[src/rtl/pc_fetch_unit.sv]
// ============================================================================
//  Module      : pc_fetch_unit
//  Description : Holds the architectural PC, loads npc on retire, fetches the
//                instruction at PC over a valid/ready imem port for decode.
//  Revision    : 1.0 - initial release
// ============================================================================
`default_nettype none

module pc_fetch_unit #(
    parameter logic [31:0] RESET_PC = 32'h0000_0000,
    parameter int          CNT_W    = 32,
    parameter logic [31:0] NOP_INST = 32'h0000_0013
) (
    input  logic             clk,
    input  logic             rst,
    input  logic [31:0]      npc,
    input  logic             pc_update,
    output logic             imem_req_valid,
    input  logic             imem_req_ready,
    output logic [31:0]      imem_addr,
    input  logic             imem_resp_valid,
    input  logic [31:0]      imem_resp_data,
    output logic             inst_valid,
    output logic [31:0]      inst,
    output logic [31:0]      inst_pc,
    output logic             inst_fault,
    output logic [CNT_W-1:0] fetch_count
);

    localparam logic [1:0] c_st_req   = 2'd0;
    localparam logic [1:0] c_st_wait  = 2'd1;
    localparam logic [1:0] c_st_hold  = 2'd2;
    localparam logic [1:0] c_st_fault = 2'd3;

    logic [1:0]       r_state;
    logic [1:0]       w_state_nxt;
    logic [31:0]      r_pc;
    logic [31:0]      r_inst;
    logic             r_drop;
    logic             w_drop_nxt;
    logic [CNT_W-1:0] r_fetch_count;
    logic             w_accept;
    logic             w_deliver;
    logic [1:0]       w_npc_target;

    assign w_accept     = imem_req_valid && imem_req_ready;
    // A misaligned target never issues a request; it parks in FAULT instead.
    assign w_npc_target = (npc[1:0] != 2'b00) ? c_st_fault : c_st_req;

    always_comb begin
        w_state_nxt = r_state;
        w_drop_nxt  = r_drop;
        w_deliver   = 1'b0;
        case (r_state)
            c_st_req: begin
                if (w_accept) begin
                    w_state_nxt = c_st_wait;
                    // The accepted address is already stale if pc moves now.
                    if (pc_update) w_drop_nxt = 1'b1;
                end else if (pc_update) begin
                    w_state_nxt = w_npc_target;
                end
            end
            c_st_wait: begin
                if (pc_update) begin
                    if (imem_resp_valid) begin
                        w_state_nxt = w_npc_target;
                        w_drop_nxt  = 1'b0;
                    end else begin
                        w_drop_nxt  = 1'b1;
                    end
                end else if (imem_resp_valid) begin
                    if (r_drop) begin
                        w_drop_nxt  = 1'b0;
                        w_state_nxt = (r_pc[1:0] != 2'b00) ? c_st_fault : c_st_req;
                    end else begin
                        w_deliver   = 1'b1;
                        w_state_nxt = c_st_hold;
                    end
                end
            end
            c_st_hold, c_st_fault: begin
                if (pc_update) w_state_nxt = w_npc_target;
            end
            default: w_state_nxt = c_st_req;
        endcase
    end

    always_ff @(posedge clk) begin
        if (rst) begin
            r_state       <= c_st_req;
            r_pc          <= RESET_PC;
            r_inst        <= 32'h0000_0000;
            r_drop        <= 1'b0;
            r_fetch_count <= '0;
        end else begin
            r_state <= w_state_nxt;
            r_drop  <= w_drop_nxt;
            if (pc_update) r_pc <= npc;
            if (w_deliver) begin
                r_inst        <= imem_resp_data;
                r_fetch_count <= r_fetch_count + 1'b1;
            end
        end
    end

    // Request is suppressed while reset is held even though state reads REQ.
    assign imem_req_valid = (r_state == c_st_req) && !rst;
    assign imem_addr      = r_pc;
    assign inst_valid     = (r_state == c_st_hold) || (r_state == c_st_fault);
    assign inst_fault     = (r_state == c_st_fault);
    assign inst           = (r_state == c_st_fault) ? NOP_INST : r_inst;
    assign inst_pc        = r_pc;
    assign fetch_count    = r_fetch_count;

endmodule

`default_nettype wire

[config.mk]
export PLATFORM = sky130hd
export DESIGN_NAME = pc_fetch_unit
export DESIGN_NICKNAME = d
export VERILOG_FILES = /design/src/rtl/pc_fetch_unit.sv
export SDC_FILE = /design/constraint.sdc
export NUM_CORES = 1
export LEC_CHECK = 0
export ABC_CLOCK_PERIOD_IN_PS = 2000
export CORE_AREA = 4 4 114 116
export CTS_CLUSTER_DIAMETER = 60
export DETAILED_ROUTE_END_ITERATION = 7
export DIE_AREA = 0 0 118 120
export PLACE_DENSITY = 0.81
export SYNTH_ARGS = -nofsm -noshare
export SYNTH_HDL_FRONTEND = slang
export SYNTH_SLANG_ARGS = --single-unit
[constraint.sdc]
create_clock -name clk -period 2 [get_ports clk]
set_input_delay 0.5 -clock clk [delete_from_list [all_inputs] [get_ports clk]]
set_output_delay 0.5 -clock clk [all_outputs]
set_load 0.05 [all_outputs]
# After elaboration in Yosys (flattened, before gate mapping)

Index checks and enable logic that the tools add are counted.

Add/sub/neg operators: 1
Multiply operators: 0
Div/mod/pow operators: 0
$lt $le $gt $ge: 0
Equal/unequal tests: 7
Shift-type cells: 0
Muxes and demuxes: 20
Bitwise logic cells: 0
Reduce and logical (&&, ||, !) cells: 10

Operators with widths:

| cell                                                | count |
|---|---|
| adder 32 x 1 -> 32 bit, second input constant       | 1 |
| two-way mux 32 bit                                  | 1 |
| two-way mux 2 bit                                   | 8 |
| two-way mux 1 bit                                   | 9 |
| inequality test 2 bit, second input constant        | 3 |
| one-hot mux 2 bit (3 select lines)                  | 1 |
| nonzero test 2 bit                                  | 3 |
| equality test 2 bit, second input constant          | 2 |
| AND reduction 4 bit                                 | 1 |
| inequality test 3 bit, second input constant        | 1 |
| equality test 2 x 1 -> 1 bit, second input constant | 1 |
| logical AND 1 bit                                   | 2 |
| zero test 2 bit                                     | 1 |
| one-hot mux 1 bit (2 select lines)                  | 1 |
| OR reduction 2 bit                                  | 1 |
| zero test 1 bit                                     | 1 |
| logical OR 1 bit                                    | 1 |

Flip-flop bits (word level): 99
Bits in latches: 0
Memory bits (writable): 0
ROM bits: 0
Input port bits: 69
Output and inout port bits: 131
Memories kept: 0

# Logic depth before layout (Yosys ltp)

Gate-level depths: netlist of run 1.

Word-level depth: 6
Mapped depth: 7
Gate-level depth less buffers: 5

# Worst setup path before layout of run 1

No wires, ideal clock.

Kind: input port to output port
Start point: input rst
End point: output imem_req_valid
Arrival time: 1914 ps
Required time: 1500 ps
Path slack: -414 ps
Cell stages on the path: 3
Buffers on the path: 2
Path through: clkbuf_1 > clkbuf_1 > nor3_1

Word-level cells in the longest chain between the ends: 2

Ends and longest elaborated chain:

| element           | RTL line | text |
|---|---|---|
| from (decl)       | 15       | `input logic rst,` |
| zero test 1 bit   | 108      | `assign imem_req_valid = (r_state == c_st_req) && !rst;` |
| logical AND 1 bit | 108      |  |
| to (decl)         | 18       | `output logic imem_req_valid,` |

Every way passes these cells.

# Final worst setup path of run 1

Start point: input imem_resp_valid
End point: register r_fetch_count[21], in the netlist fetch_count[21]

Word-level cells in the longest chain between the ends: 3

Ends and longest elaborated chain:

| element              | RTL line | text |
|---|---|---|
| from (decl)          | 21       | `input logic imem_resp_valid,` |
| two-way mux 1 bit    | 72       | `end else if (imem_resp_valid) begin` |
| two-way mux 1 bit    | 65       | `if (pc_update) begin` |
| two-way mux 1 bit    | 54       | `case (r_state)` |
| to (signal assigned) | 102      | `r_fetch_count <= r_fetch_count + 1'b1;` |
| to (decl)            | 41       | `logic [CNT_W-1:0] r_fetch_count;` |

Every way passes these cells.
A chain may end at the register's enable or synchronous reset.

==> out/qor.yml, run 1 <==
drv_slew: 0
async_reset_ff_share_pct: 0
pre_cts_ws_ns: -0.358
holdPathEnd: "r_inst[12]"
fin_crit_ns: 1.98
synth_compound_area_share_pct: 11.7
timing.rr.start: "fetch_count[0]"
required_ns: 2.27
synthesis.area_um2: 4480
hold_viol: 0
startpoint_type: "input pin"
grt.total_usage_pct: 17.1
vias: 4385
synth-xor-area-share_pct: 1.17
setup_ws_ns: 0.0152
drtPass1Iterations: 4
worstSetupEndpointType: "flip-flop"
synth_edf_count: 0
yosys_warnings: 0
status: "completed"
wire_per_inst_um: 15.4
maxCapViolCount: 0
grt_pass1_wl_mm: 20.1
rsz0062_at_grt: "yes"
initial_core_util_pct: 37.6
cellPowerDensity_nw_per_um2: 708
muxShareOfSynthArea_pct: 7.62
ys_types: 43
cts_max_path_buffers: 2
dp.cells: 825
io_pins: 200
detail-route-antenna-nets: 0
viasPerCell: 5.18
hpwl_mm: 9.10
place_congestion: 0.770
cp.arrival_ns: 2.26
cts.sinks: 99
rr_endpoint: "fetch_count[24]"
setup_viol: 0
holdBufCountCts: 0
ys_seq_area_share_pct: 44.2
hold_start: "r_inst[12]"
synth-simple-area-share_pct: 25.7
synth_area_leaders: "dfxtp_1, mux2i_1, nand2_1"
vdd_ir_drop_max_uv: 447
synth_top_family_by_area: "simple AND/OR/NAND/NOR gates"
p_leak_nw: 2.86
final.fill_count: 1055
grt_pass1_vias: 4272
area_growth_syn_to_layout_pct: 48.8
fin_crit_sh_pct: 99.2
num_rows: 40
drc: 0
synth_area_leader_cell: "dfxtp_1"
drtIter0Drc: 251
relSlewSlack_pct: 63.7
critPathKind: "input pin to flip-flop"
nNetsFinal: 764
cts_made_buffers: 9
cts_tree: "done"
drt-total-wl_mm: 13.0
worstHoldPathType: "flip-flop to flip-flop"
hold_depth: 2
fmax_ghz: 0.504
avgSynthCellArea_um2: 8.54
synthAdderAreaFrac_pct: 0.279
ys.flop_type: "dfxtp_1"
synthCells: 525
overflow: 0
tightestPinTransition_ns: 0.545
antenna_found_initial: 0
cts-root-buf: "clkbuf_16"
synth_nets: 595
clk_latency_ns: 0.34
coreArea_um2: 11900
synth_top_area_share_pct: 44.2
dieArea_um2: 14200
clkTransAtPathRegs_ns: 0.07
crit_fanout: 7
diodes: 0
portBuffers: 199
whs_ns: 0.449
drive_gt1_share_pct: 28.5
skew_ns: 0.00570
grt_max_degree: 102
fp.dieW_um: 118
htree_levels: 3
die_y_um: 120
fin_tns_setup_ns: 0
r2r_cells: 5
ys_ff_latch: 99
fin_cells: 846
ff2ff_setup_slack_ns: 0.12
how the worst max path moves through the flow:
stage | start | to | slack, ns | cells after the start
after floorplan | fetch_count[10] | fetch_count[26] | 0.0007 | 5
after global placement | imem_resp_valid | fetch_count[27] | -0.31 | 6
after detailed placement | imem_resp_valid | fetch_count[31] | -0.36 | 6
after CTS | imem_resp_valid | fetch_count[31] | 0.02 | 6
after global routing | imem_resp_valid | fetch_count[31] | -0.02 | 7
final | imem_resp_valid | fetch_count[21] | 0.02 | 6
metal layers:
| layer | part of all wire, % | GRT usage (%) | wire length [µm] |
|---|---|---|---|
| met1 | 40 | 19.0 | 5270 |
| met2 | 49 | 30.0 | 6350 |
| met3 | 8.8 | 5.47 | 1140 |
| met4 | 1.9 | 7.11 | 248 |
| met5 | 0 | 0 | 0 |
cells in the mapped netlist, types with 2 or more instances:
master,number
nor4_1,3
nand2_1,79
nor3_1,2
o21ai_1,6
and4b_1,2
buf_6,2
or4_1,19
a21oi_1,56
dfxtp_1,99
and2_1,31
buf_4,32
nand4_2,2
clkbuf_1,26
and4_1,3
buf_2,7
xor2_1,5
and3_1,4
o31ai_1,17
inv_1,3
nor2_1,41
nand4_1,9
nand3_1,12
or3_1,5
o21ba_1,3
o31a_1,3
nor2b_1,2
o21ai_0,2
nand2b_1,3
mux2i_1,33
state kept, by name, indices dropped and copies added, names as in the netlist:
name and count:
fetch_count 32, imem_addr 32, r_inst 32, r_state 2
r_drop 1
stage by stage:
step	utilization [%]	area [µm²]	power [W]
2_1_floorplan	-	4500	0.00272
3_3_place_gp	52.0	6200	0.00304
3_5_place_dp	52.0	6200	0.00306
4_1_cts	54.6	6510	0.00476
5_1_grt	56.0	6670	0.00489
6_report	56.0	6670	0.00472
report_power, final:
group,leakage (nW),internal (W),switching [W]
sequential,0.811,0.00204,0.0000494
clock,0.146,0.000980,0.000710
combinational,1.91,0.000371,0.000575
total,2.86,0.00339,0.00133
kinds of logic after synthesis:
family,Yosys count
adder cells (fa/ha/maj),1
XOR/XNOR,6
multiplexers,34
AO/OA/AOI/OAI,90
flip-flops,99
AND/OR/NAND/NOR,223
buffers and inverters,72
repair_timing:
item | in CTS | in global routing
setup endpoints to repair | 34 | 40
gates cloned | 0 | 3
pin swaps | 0 | 9
gates resized for setup | 7 | 17
buffers inserted | 0 | 2
critical path, stage by stage:
cell and delay, ns:
clkdlybuf4s50_1 0.48, and4b_2 0.30, nand4_4 0.16, buf_12 0.18, or4_1 0.50, a21oi_1 0.14
layout make-up:
type                            instances  area, µm²  area share, %
Inverter                                4       15.0          0.225
Tap cell                              147        184           2.76
Sequential cell                        99       2000           30.0
Multi-Input combinational cell        354       2150           32.2
Clock inverter                          1       5.00         0.0750
Clock buffer                           15        288           4.31
Timing Repair Buffer                  226       2030           30.5
layout by cell type (no fill, tap or decap), types with 4 or more instances in the layout:
cell type,instances
buf_4,142
dfxtp_1,88
nand2_1,78
clkdlybuf4s50_1,66
a21oi_1,54
nor2_1,41
mux2i_1,33
and2_1,31
o31ai_1,16
or4_1,14
nand3_1,12
clkbuf_16,12
dfxtp_2,10
nand4_1,9
buf_12,8
o21ai_1,6
or3_1,5
or4_4,5
xor2_1,5
buf_6,5
and3_1,4
clkbuf_8,4
Note: power is estimated with default switching activity, not from simulation.
==> run 2, diff against run 1 <==
==> constraint.sdc (replaced) <==
create_clock -name clk -period 2 [get_ports clk]
set_input_delay 0.5 -clock clk [delete_from_list [all_inputs] [get_ports clk]]
set_output_delay 0.5 -clock clk [all_outputs]
set_load 0.01 [all_outputs]
==> out/qor.yml, run 2 (same netlist as run 1, synthesis figures left out) <==
layout_common_cells: "clkdlybuf4s50_1, dfxtp_1, nand2_1, a21oi_1, nor2_1"
skew_ns: 0.00467  # -0.00103 ns
power_w: 0.00451  # -4.5%
initial_core_util_pct: 37.6  # unchanged
drc: 0  # unchanged
mostFrequentLayoutCell: "clkdlybuf4s50_1"
wire_per_inst_um: 15.6  # +1.4%
slowest_stage: "clkdlybuf4s50_1"
crit_fanout: 8  # +1
grt_max_degree: 102  # unchanged
cts_made_buffers: 9  # unchanged
portBuffers: 199  # unchanged
drv_slew: 0  # unchanged
dp.cells: 827  # +0.24%
cts-root-buf: "clkbuf_16"
cts.sinks: 99  # unchanged
place_congestion: 0.849  # +10%
maxCapViolCount: 0  # unchanged
grt_pass1_wl_mm: 21.1  # +5.0%
vias: 4333  # -1.2%
die_y_um: 120  # unchanged
overflow: 0  # unchanged
antenna_found_initial: 1  # +1
hold_viol: 0  # unchanged
fp.dieW_um: 118  # unchanged
setup_viol: 0  # unchanged
p_leak_nw: 2.75  # -3.9%
fin_crit_sh_pct: 97.6  # -1.6 points
area_growth_syn_to_layout_pct: 52.9
hpwl_mm: 9.28  # +1.9%
crit_buf_inv: 1  # -1
nNetsFinal: 765  # +0.13%
clkTransAtPathRegs_ns: 0.06  # about the same
cellPowerDensity_nw_per_um2: 657  # -7.1%
grt_pass1_vias: 4374  # +2.4%
dieArea_um2: 14200  # unchanged
fin_crit_ns: 1.95  # -0.0328 ns
drive_gt1_share_pct: 8.03  # -20 points
whs_ns: 0.449  # +0.000223 ns
fmax_ghz: 0.512  # +1.7%
critPathKind: "flip-flop to primary output"
required_ns: 1.50  # -0.77 ns
grt.total_usage_pct: 17.8  # +0.79 points
viasPerCell: 5.13  # -1.1%
worstHoldPathType: "flip-flop to flip-flop"
tightestPinTransition_ns: 0.558  # +0.0129 ns
io_pins: 200  # unchanged
fin_cells: 845  # -0.12%
drtPass1Iterations: 4  # unchanged
worstPathCellList: "clkdlybuf4s50_1"
coreArea_um2: 11900  # unchanged
status: "completed"
cp.arrival_ns: 1.45  # -0.81 ns
crit_family: "buffers and inverters"
startpoint_type: "flip-flop"
htree_levels: 3  # unchanged
fin_tns_setup_ns: 0  # unchanged
ff2ff_setup_slack_ns: 0.13  # about the same
vdd_ir_drop_max_uv: 427  # -4.3%
cts_tree: "done"
cp_slowest_stage_delay_ns: 0.61  # +0.11 ns
drtIter0Drc: 207  # -18%
num_rows: 40  # unchanged
cts_max_path_buffers: 2  # unchanged
worstSetupEndpointType: "primary output"
final_core_util_pct: 57.6  # +1.6 points
drt-total-wl_mm: 13.2  # +1.3%
clk_latency_ns: 0.34  # about the same
detail-route-antenna-nets: 0  # unchanged
relSlewSlack_pct: 62.8  # -0.86 points
-- run 2: cell types whose count changed in the layout (fill, tap and decap cells not counted), sizes merged --
| cell | before | now |
|---|---|---|
| diode | 0 | 1 |
| clkbuf | 18 | 12 |
| bufinv | 0 | 2 |
| dlymetal6s2s | 0 | 1 |
| dlygate4sd2 | 1 | 34 |
| clkdlybuf4s50 | 66 | 162 |
| buf | 156 | 28 |
-- run 2: stage by stage --
stage	instance area, µm²	setup slack, ns
after global routing	6860	-0.00235
after floorplan	4480	0.0832
final	6860	0.0480
after CTS	6750	0.0103
after global placement	6480	-0.303
after detailed placement	6480	-0.329
-- run 2: area by class of cell --
cell class              instances  area, µm²
flip-flops and latches         99       1980
fillers                      1044       5050
well taps                     147        184
inverters                       4       15.0
repair buffers                227       2240
clock inverters                 3       65.1
clock buffers                  10        239
diodes                          1       2.50
multi-input cells             354       2130
-- run 2: where the power goes --
group | internal, W | switching [W] | total, W
clock | 0.00111 | 0.000697 | 0.00180
sequential | 0.00204 | 0.0000480 | 0.00208
combinational | 0.000363 | 0.000255 | 0.000618
-- run 2: repair_timing --
action / 4_1_cts / 5_1_grt
pin swaps: 0 / 2
buffers inserted: 0 / 2
resized for setup: 35 / 11
endpoints found under the setup margin: 34 / 14
hold buffers: 0 / 0
gates cloned: 0 / 2
-- run 2: path summary, 6_finish.rpt --
path              cells past startpoint              end             from
setup reg to reg                      5  fetch_count[26]   fetch_count[1]
hold reg to reg                       2       r_inst[30]       r_inst[30]
setup / recovery                      1  fetch_count[11]  fetch_count[11]
hold / removal                        2       r_inst[30]       r_inst[30]
-- run 2: per-layer routing --
| layer | track usage, % | part of all wire (%) | routed length [µm] |
|---|---|---|---|
| met1 | 20.5 | 42 | 5470 |
| met4 | 6.74 | 2.2 | 295 |
| met3 | 5.66 | 7.1 | 930 |
| met5 | 0 | 0 | 0 |
| met2 | 31.0 | 49 | 6480 |
==> run 3, diff against run 2 <==
--- a/config.mk
+++ b/config.mk
@@ -6,11 +6,12 @@
 export NUM_CORES = 1
 export LEC_CHECK = 0
 export ABC_CLOCK_PERIOD_IN_PS = 2000
-export CORE_AREA = 4 4 114 116
+export CORE_AREA = 4 4 105 126
 export CTS_CLUSTER_DIAMETER = 60
 export DETAILED_ROUTE_END_ITERATION = 7
-export DIE_AREA = 0 0 118 120
+export DIE_AREA = 0 0 109 130
 export PLACE_DENSITY = 0.81
 export SYNTH_ARGS = -nofsm -noshare
 export SYNTH_HDL_FRONTEND = slang
 export SYNTH_SLANG_ARGS = --single-unit
+export TNS_END_PERCENT = 10
==> out/qor.yml, run 3 (same netlist as run 1, synthesis figures left out) <==
cts-root-buf: "clkbuf_16"
fin_cells: 855  # +1.2%
drt-total-wl_mm: 12.9  # -2.2%
portBuffers: 199  # unchanged
dieArea_um2: 14200  # about the same
place_congestion: 0.823  # -3.1%
vdd_ir_drop_max_uv: 497  # +16%
cts.sinks: 99  # unchanged
nNetsFinal: 759  # -0.78%
slowest_stage: "clkdlybuf4s50_1"
cts_tree: "done"
num_rows: 44  # +10%
cellPowerDensity_nw_per_um2: 654  # -0.52%
status: "completed"
worstHoldPathType: "flip-flop to flip-flop"
cts_max_path_buffers: 2  # unchanged
area_growth_syn_to_layout_pct: 52.0
drive_gt1_share_pct: 7.64  # -0.40 points
final-seq-area_um2: 1990  # +0.19%
worstSetupEndpointType: "primary output"
setup_viol: 0  # unchanged
required_ns: 1.50  # about the same
crit_fanout: 6  # -2
wire_per_inst_um: 15.1  # -3.4%
whs_ns: 0.449  # +0.000210 ns
p_leak_nw: 2.71  # -1.5%
final.fill_count: 1043  # -0.096%
vias: 4324  # -0.21%
drtIter0Drc: 192  # -7.2%
detail-route-antenna-nets: 0  # unchanged
holdBufCountCts: 0  # unchanged
multi_input_area_um2: 2130  # unchanged
maxCapViolCount: 0  # unchanged
coreArea_um2: 12100  # +1.2%
fin_crit_ns: 1.98  # +0.0275 ns
hpwl_mm: 9.51  # +2.5%
layout_common_cells: "clkdlybuf4s50_1, dfxtp_1, nand2_1, a21oi_1, nor2_1"
grt_max_degree: 102  # unchanged
crit_family: "buffers and inverters"
design_area_um2: 6820  # -0.60%
overflow: 0  # unchanged
grt.total_usage_pct: 18.0  # +0.19 points
io_pins: 200  # unchanged
clkTransAtPathRegs_ns: 0.07  # about the same
antenna_found_initial: 0  # -1
dp.cells: 839  # +1.5%
drtPass1Iterations: 4  # unchanged
hold_viol: 0  # unchanged
initial_core_util_pct: 37.2  # -0.45 points
mostFrequentLayoutCell: "clkdlybuf4s50_1"
skew_ns: 0.00525  # +0.000585 ns
grt_pass1_wl_mm: 20.7  # -2.0%
diodes: 0  # -1
place_area_um2: 6500  # +0.23%
worstPathCellList: "clkdlybuf4s50_1"
cp_slowest_stage_delay_ns: 0.62  # about the same
clk_latency_ns: 0.33  # about the same
startpoint_type: "flip-flop"
relSlewSlack_pct: 62.6  # -0.17 points
drc: 0  # unchanged
htree_levels: 3  # unchanged
grt_pass1_vias: 4398  # +0.55%
crit_buf_inv: 1  # unchanged
critPathKind: "flip-flop to primary output"
fmax_ghz: 0.505  # -1.4%
viasPerCell: 5.06  # -1.4%
die_y_um: 130  # +8.3%
fin_crit_sh_pct: 99.0  # +1.4 points
post_cts_buffers: 0  # unchanged
tightestPinTransition_ns: 0.561  # +0.00256 ns
cp.arrival_ns: 1.48  # +0.03 ns
drv_slew: 0  # unchanged
power_w: 0.00446  # -1.1%
cts_made_buffers: 9  # unchanged
fp.dieW_um: 109  # -7.6%
[run 3: routing by layer]
layer | global-route usage (%) | up-vias | routed length, µm
met5 | 0 | - | 0
met4 | 5.72 | 0 | 242
met3 | 5.44 | 16 | 935
met2 | 33.0 | 157 | 6730
met1 | 19.8 | 2039 | 4980
li1 | - | 2112 | -
[run 3: metrics by stage]
stage | TNS (ns) | setup WS, ns | utilization (%)
2_1_floorplan | 0 | 0.0832 | -
3_3_place_gp | -5.45 | -0.321 | 53.9
3_5_place_dp | -6.42 | -0.359 | 53.9
4_1_cts | -0.0874 | -0.0874 | 56.1
5_1_grt | -0.000758 | -0.000758 | 56.5
6_report | 0 | 0.0205 | 56.5
[run 3: where the power goes]
part	leakage [nW]	internal, W	switching, W	total, W
clock	0.138	0.00101	0.000737	0.00175
sequential	0.807	0.00203	0.0000467	0.00208
combinational	1.77	0.000368	0.000261	0.000629
total	2.71	0.00341	0.00104	0.00446
[run 3: cell type report]
type	instances	share of cell area, %
inverters	4	0.220
flip-flops and latches	99	29.2
repair buffers	221	32.0
well taps	161	2.96
multi-input cells	354	31.2
clock inverters	5	0.900
clock buffers	11	3.56
[run 3: path summary, 6_finish.rpt]
kind              slack (ns)  cells after the start         endpoint      startpoint
hold / removal          0.45                      2       r_inst[18]      r_inst[18]
setup reg to reg        0.10                      5  fetch_count[27]  fetch_count[8]
hold reg to reg         0.45                      2       r_inst[18]      r_inst[18]
setup / recovery        0.02                      1   fetch_count[4]  fetch_count[4]
[run 3: what timing repair did]
action                     4_1_cts  5_1_grt
pin swaps                        0        4
gates resized for setup         37       12
setup endpoints to repair       37       16
cloned                           0        0
